<file path="src/rtl/lsu_pkg.sv">
// Shared types, funct3 encodings and request helpers for the load/store unit.
// Helpers assume a legal request has already been established where noted.
package lsu_pkg;

  typedef enum logic [1:0] {
    IDLE = 2'd0,
    REQ  = 2'd1,
    WAIT = 2'd2
  } state_t;

  localparam logic [2:0] LB  = 3'b000;
  localparam logic [2:0] LH  = 3'b001;
  localparam logic [2:0] LW  = 3'b010;
  localparam logic [2:0] LBU = 3'b100;
  localparam logic [2:0] LHU = 3'b101;
  localparam logic [2:0] SB  = 3'b000;
  localparam logic [2:0] SH  = 3'b001;
  localparam logic [2:0] SW  = 3'b010;

  localparam int DEFAULT_TIMEOUT = 15;

  // Unsigned widths exist only for loads; halves need even, words need 4-byte alignment.
  function automatic logic req_legal(input logic ld, input logic st,
                                     input logic [2:0] f3, input logic [1:0] a);
    logic ok;
    case (f3)
      LB:      ok = 1'b1;
      LH:      ok = ~a[0];
      LW:      ok = (a == 2'b00);
      LBU:     ok = ld;
      LHU:     ok = ld & ~a[0];
      default: ok = 1'b0;
    endcase
    return ok & (ld ^ st);
  endfunction

  function automatic logic [3:0] lane_mask(input logic [2:0] f3, input logic [1:0] a);
    logic [3:0] m;
    case (f3[1:0])
      2'b00:   m = 4'b0001 << a;
      2'b01:   m = a[1] ? 4'b1100 : 4'b0011;
      default: m = 4'b1111;
    endcase
    return m;
  endfunction

  function automatic logic [31:0] store_lanes(input logic [2:0] f3, input logic [31:0] d);
    logic [31:0] r;
    case (f3[1:0])
      2'b00:   r = {4{d[7:0]}};
      2'b01:   r = {2{d[15:0]}};
      default: r = d;
    endcase
    return r;
  endfunction

endpackage

</file>
<file path="src/rtl/lsu_load_align.sv">
// Picks the addressed byte/half out of a memory word and sign- or zero-extends it.
module lsu_load_align
  import lsu_pkg::*;
(
  input  logic [31:0] word,
  input  logic [1:0]  addr,
  input  logic [2:0]  funct3,
  output logic [31:0] result
);

  logic [7:0]  byte_sel;
  logic [15:0] half_sel;

  always_comb begin
    case (addr)
      2'd0:    byte_sel = word[7:0];
      2'd1:    byte_sel = word[15:8];
      2'd2:    byte_sel = word[23:16];
      default: byte_sel = word[31:24];
    endcase
    half_sel = addr[1] ? word[31:16] : word[15:0];
    case (funct3)
      LB:      result = {{24{byte_sel[7]}}, byte_sel};
      LBU:     result = {24'b0, byte_sel};
      LH:      result = {{16{half_sel[15]}}, half_sel};
      LHU:     result = {16'b0, half_sel};
      default: result = word;
    endcase
  end

endmodule

</file>
<file path="src/rtl/lsu_mem_ctrl.sv">
// Load/store unit memory controller: validates a core request, issues one memory
// transaction, and returns aligned load data or an error (illegal request or timeout).
module lsu_mem_ctrl
  import lsu_pkg::*;
#(
  parameter int TIMEOUT = DEFAULT_TIMEOUT
) (
  input  logic        clk,
  input  logic        rst,
  input  logic        ld_en,
  input  logic        st_en,
  input  logic [2:0]  funct3,
  input  logic [31:0] addr,
  input  logic [31:0] st_data,
  output logic        busy,
  output logic        done,
  output logic [31:0] ld_data,
  output logic        err,
  output logic        mem_request,
  output logic        mem_we_re,
  output logic [3:0]  mem_mask,
  output logic [7:0]  mem_address,
  output logic [31:0] mem_data_in,
  input  logic        mem_valid,
  input  logic [31:0] mem_data_out
);

  localparam int CW = $clog2(TIMEOUT + 1);

  state_t      state_q, state_d;
  logic        busy_q, busy_d;
  logic        done_q, done_d;
  logic        err_q, err_d;
  logic [31:0] ld_data_q, ld_data_d;
  logic        mem_request_q, mem_request_d;
  logic        mem_we_re_q, mem_we_re_d;
  logic [3:0]  mem_mask_q, mem_mask_d;
  logic [7:0]  mem_address_q, mem_address_d;
  logic [31:0] mem_data_in_q, mem_data_in_d;
  logic [CW-1:0] cnt_q, cnt_d;
  logic [2:0]  funct3_q, funct3_d;
  logic [1:0]  addr_lo_q, addr_lo_d;
  logic [31:0] load_word;

  logic unused_addr_hi;
  assign unused_addr_hi = ^addr[31:10];

  lsu_load_align u_align (
    .word   (mem_data_out),
    .addr   (addr_lo_q),
    .funct3 (funct3_q),
    .result (load_word)
  );

  always_comb begin
    state_d       = state_q;
    busy_d        = busy_q;
    done_d        = 1'b0;
    err_d         = 1'b0;
    ld_data_d     = ld_data_q;
    mem_request_d = 1'b0;
    mem_we_re_d   = mem_we_re_q;
    mem_mask_d    = mem_mask_q;
    mem_address_d = mem_address_q;
    mem_data_in_d = mem_data_in_q;
    cnt_d         = cnt_q;
    funct3_d      = funct3_q;
    addr_lo_d     = addr_lo_q;
    case (state_q)
      IDLE: begin
        if (ld_en || st_en) begin
          if (req_legal(ld_en, st_en, funct3, addr[1:0])) begin
            // Memory-side outputs are loaded here so they are already registered in REQ.
            state_d       = REQ;
            busy_d        = 1'b1;
            mem_request_d = 1'b1;
            mem_we_re_d   = st_en;
            mem_mask_d    = lane_mask(funct3, addr[1:0]);
            mem_address_d = addr[9:2];
            mem_data_in_d = store_lanes(funct3, st_data);
            funct3_d      = funct3;
            addr_lo_d     = addr[1:0];
          end else begin
            err_d = 1'b1;
          end
        end
      end
      REQ: begin
        state_d = WAIT;
        cnt_d   = '0;
      end
      WAIT: begin
        if (mem_valid) begin
          state_d = IDLE;
          busy_d  = 1'b0;
          done_d  = 1'b1;
          if (!mem_we_re_q) ld_data_d = load_word;
        end else if (cnt_q == CW'(TIMEOUT - 1)) begin
          state_d = IDLE;
          busy_d  = 1'b0;
          err_d   = 1'b1;
        end else begin
          cnt_d = cnt_q + 1'b1;
        end
      end
      default: begin
        state_d = IDLE;
        busy_d  = 1'b0;
      end
    endcase
  end

  always_ff @(posedge clk or negedge rst) begin
    if (!rst) begin
      state_q       <= IDLE;
      busy_q        <= 1'b0;
      done_q        <= 1'b0;
      err_q         <= 1'b0;
      ld_data_q     <= '0;
      mem_request_q <= 1'b0;
      mem_we_re_q   <= 1'b0;
      mem_mask_q    <= '0;
      mem_address_q <= '0;
      mem_data_in_q <= '0;
      cnt_q         <= '0;
      funct3_q      <= '0;
      addr_lo_q     <= '0;
    end else begin
      state_q       <= state_d;
      busy_q        <= busy_d;
      done_q        <= done_d;
      err_q         <= err_d;
      ld_data_q     <= ld_data_d;
      mem_request_q <= mem_request_d;
      mem_we_re_q   <= mem_we_re_d;
      mem_mask_q    <= mem_mask_d;
      mem_address_q <= mem_address_d;
      mem_data_in_q <= mem_data_in_d;
      cnt_q         <= cnt_d;
      funct3_q      <= funct3_d;
      addr_lo_q     <= addr_lo_d;
    end
  end

  assign busy        = busy_q;
  assign done        = done_q;
  assign err         = err_q;
  assign ld_data     = ld_data_q;
  assign mem_request = mem_request_q;
  assign mem_we_re   = mem_we_re_q;
  assign mem_mask    = mem_mask_q;
  assign mem_address = mem_address_q;
  assign mem_data_in = mem_data_in_q;

endmodule

</file>
<file path="config.mk">
export PLATFORM = sky130hd
export DESIGN_NAME = lsu_mem_ctrl
export DESIGN_NICKNAME = d
export VERILOG_FILES = /design/src/rtl/lsu_pkg.sv /design/src/rtl/lsu_load_align.sv /design/src/rtl/lsu_mem_ctrl.sv
export SDC_FILE = /design/constraint.sdc
export NUM_CORES = 1
export LEC_CHECK = 0
export CAP_MARGIN = 20
export CELL_PAD_IN_SITES_DETAIL_PLACEMENT = 0
export CELL_PAD_IN_SITES_GLOBAL_PLACEMENT = 1
export CORE_MARGIN = 8
export CORE_UTILIZATION = 33
export CTS_CLUSTER_SIZE = 24
export DETAILED_ROUTE_END_ITERATION = 7
export PLACE_DENSITY_LB_ADDON = 0.1
export SLEW_MARGIN = 15
export SYNTH_ARGS = -nofsm -noshare
export SYNTH_HDL_FRONTEND = slang
export SYNTH_SLANG_ARGS = --single-unit
</file>
<file path="constraint.sdc">
create_clock -name clk -period 2.3 [get_ports clk]
set_clock_uncertainty 0.05 [all_clocks]
set_input_delay 0.575 -clock clk [delete_from_list [all_inputs] [get_ports clk]]
set_output_delay 0.575 -clock clk [all_outputs]
set_load 0.01 [all_outputs]
</file>
==> impl_metrics.env <==
export IMPL_syn_mean_instance_area_um2=11.5
export IMPL_initial_core_util_pct=33.9
export IMPL_synth_compound_area_share_pct=15.2
export IMPL_route_met2_wl_um=7200
export IMPL_cts_buffers=9
export IMPL_max_freq_mhz=483
export IMPL_yosysUniqueCellTypes=46
export IMPL_dp_hpwl_um=10900
export IMPL_start_kind="primary input"
export IMPL_drt_wirelength_per_cell_um=19.0
export IMPL_synth_area_leader_cell="dfrtp_1"
export IMPL_required_ns=2.48
export IMPL_end_kind="register"
export IMPL_status="finished, final reports clean"
export IMPL_crit_arrival_ns=2.25
export IMPL_design_core_area_um2=13900
export IMPL_synth_top_cell_area_share_pct=48.7
export IMPL_drt_iter0_drc=182
export IMPL_met3_length_um=1060
export IMPL_hold_class="primary input to asynchronous set/reset pin"
export IMPL_die_width_um=136
export IMPL_ys_seq_area_share_pct=48.7
export IMPL_synth_edff_count=0
export IMPL_clock_latency_ns=0.35
export IMPL_ant_nets=0
export IMPL_p_per_area_nw_per_um2=1190
export IMPL_path_clk_slew_ns=0.06
export IMPL_root_buffer="clkbuf_16"
export IMPL_synthSimpleGateAreaFrac_pct=7.63
export IMPL_worst_pin_slew_ns=0.533
export IMPL_r2r_start="state_q[1]"
export IMPL_grt_first_pass_wirelength_um=23300
export IMPL_routed_wl_um=14800
export IMPL_grt_pass1_vias=4248
export IMPL_finalMaxSlewViolations=0
export IMPL_antenna_found_initial=0
export IMPL_rows=43
export IMPL_drt_met1_wl_um=6390
export IMPL_synth_nets=519
export IMPL_io_pins=185
export IMPL_synth_async_reset_ratio_pct=100
export IMPL_grt_max_degree=41
export IMPL_final_area_um2=7140
export IMPL_crit_type="primary input to register"
export IMPL_rsz0062_at_grt="false"
export IMPL_slew_limit_headroom_pct=64.5
export IMPL_peakVddDrop_mv=0.666
export IMPL_synth_top_family_by_area="multiplexers"
export IMPL_setup_violations=0
export IMPL_grt_total_usage_pct=16.2
export IMPL_num_vias=3861
export IMPL_tns_ns=0
export IMPL_cts_setup_buffers=0
export IMPL_gp_congestion=0.778
export IMPL_period_share_pct=90.0
export IMPL_synth_cells=412
export IMPL_final_nets=704
export IMPL_ys_warnings_count=0
export IMPL_ctsHtreeMaxLevel=3
export IMPL_overflow=0
export IMPL_rr_worst_depth=4
export IMPL_drcViolationCount=0
export IMPL_antenna_cells=0
export IMPL_netlist_area_um2=4720
export IMPL_synth_area_leaders="dfrtp_1, mux2_4, o21ai_0, mux2i_1, mux2_2"
export IMPL_r2r_end="mem_data_in[3]"
export IMPL_synth_most_common_cell="dfrtp_1"
export IMPL_critPathLaunch="addr[0]"
export IMPL_reg2reg_setup_slack_ns=0.51
export IMPL_dieArea_um2=18400
export IMPL_firstDrtPassIters=4
export IMPL_drive_above_1_share_pct=20.3
export IMPL_viasPerCell=4.94
export IMPL_synth_xor_area_share_pct=0
export IMPL_cts_sinks=92
export IMPL_dpl_instance_area_um2=6770
export IMPL_cts_tree="built"
export IMPL_cts_hold_buf=0
export IMPL_area_delta_synth_final_pct=51.3
export IMPL_cap_violations=0
export IMPL_ys_top_cells_by_count="dfrtp_1, o21ai_0, mux2_4"
export IMPL_post_route_min_period_ns=2.07
export IMPL_cp_max_fo=7
export IMPL_die_h_um=136
export IMPL_ys_flop_type="dfrtp_1"
export IMPL_synthMuxAreaShare_pct=23.6
export IMPL_io_buffers=162
export IMPL_p_leak_nw=3.06
export IMPL_finalPower_mw=8.52
export IMPL_hold_viol=0
export IMPL_top_layer="met4"
export IMPL_clockBufferDepth=2
export IMPL_ys_seq_elements=92
export IMPL_cts_resized=0
export IMPL_synth_fa_ha_area_share_pct=0.795
-- critical path, cell delays in order --
cell and delay, ns:
clkdlybuf4s50_1 0.42, o21ai_1 0.10, o2111ai_2 0.17, nor4_4 0.30
buf_6 0.21, buf_12 0.13, mux2_1 0.32
-- through the flow --
stage	hold slack (ns)	util (%)	worst slack, ns	instances
after floorplan	0.229	-	0.0966	412
after global placement	0.417	48.6	-0.296	764
after detailed placement	0.423	48.6	-0.321	764
after CTS	0.170	50.7	0.0482	779
after global routing	0.168	51.3	0.154	781
final	0.143	51.3	0.230	781
-- placed cells by master, fill, tap and decap left out, types with 3 or more instances in the layout --
cell type        netlist  layout
a21oi_1               35      35
and3_1                 5       5
buf_12                 0       6
buf_4                  0      27
buf_6                  6       5
clkbuf_16              0      11
clkdlybuf4s50_1        0     155
dfrtp_1               92      92
dlymetal6s2s_1         0       6
ha_1                   3       3
inv_1                 10      10
mux2_1                 5       5
mux2_2                19      19
mux2_4                40      40
mux2i_1               22      22
nand2_1               20      20
nor2_1                28      28
nor2b_1                4       4
o211ai_1              16      16
o21ai_0               45      44
o22ai_1                8       8
or3_1                  3       3
-- kinds of logic after synthesis --
family	after synthesis
AO/OA/AOI/OAI	120
adder cells (fa/ha/maj)	3
buffers and inverters	38
flip-flops	92
multiplexers	87
AND/OR/NAND/NOR	72
-- routing by layer --
layer,vias to the layer above,track usage [%]
met2,115,27.2
met5,-,0
met4,0,4.26
met3,13,5.93
li1,1863,-
met1,1870,19.2
-- registers in the layout, summed over array words and instances, names as in the netlist --
name,flops
ld_data,32
mem_mask,4
funct3_q,3
addr_lo_q,2
mem_request,1
state_q,2
done,1
busy,1
mem_address,8
err,1
mem_data_in,32
cnt_q,4
mem_we_re,1
-- power by group --
| group | internal [mW] | switching (mW) | total, mW |
|---|---|---|---|
| logic | 2.40 | 1.70 | 4.10 |
| registers | 2.38 | 0.547 | 2.92 |
| clock network | 0.838 | 0.653 | 1.49 |
-- worst max-delay path by stage --
stage | endpoint | slack, ns | cells past startpoint
final | mem_data_in[3] | 0.23 | 7
after global routing | mem_data_in[3] | 0.15 | 7
after CTS | mem_address[2] | 0.05 | 7
after detailed placement | mem_address[2] | -0.32 | 7
after global placement | mem_address[5] | -0.30 | 7
after floorplan | addr_lo_q[0] | 0.1 | 6
-- layout make-up --
type | instances | area (um^2)
fillers | 1255 | 6790
flip-flops and latches | 92 | 2300
multi-input cells | 282 | 2230
repair buffers | 201 | 2060
clock buffers | 9 | 225
well taps | 180 | 225
clock inverters | 6 | 65.1
inverters | 11 | 41.3
Power figures use the tool's default switching activity.
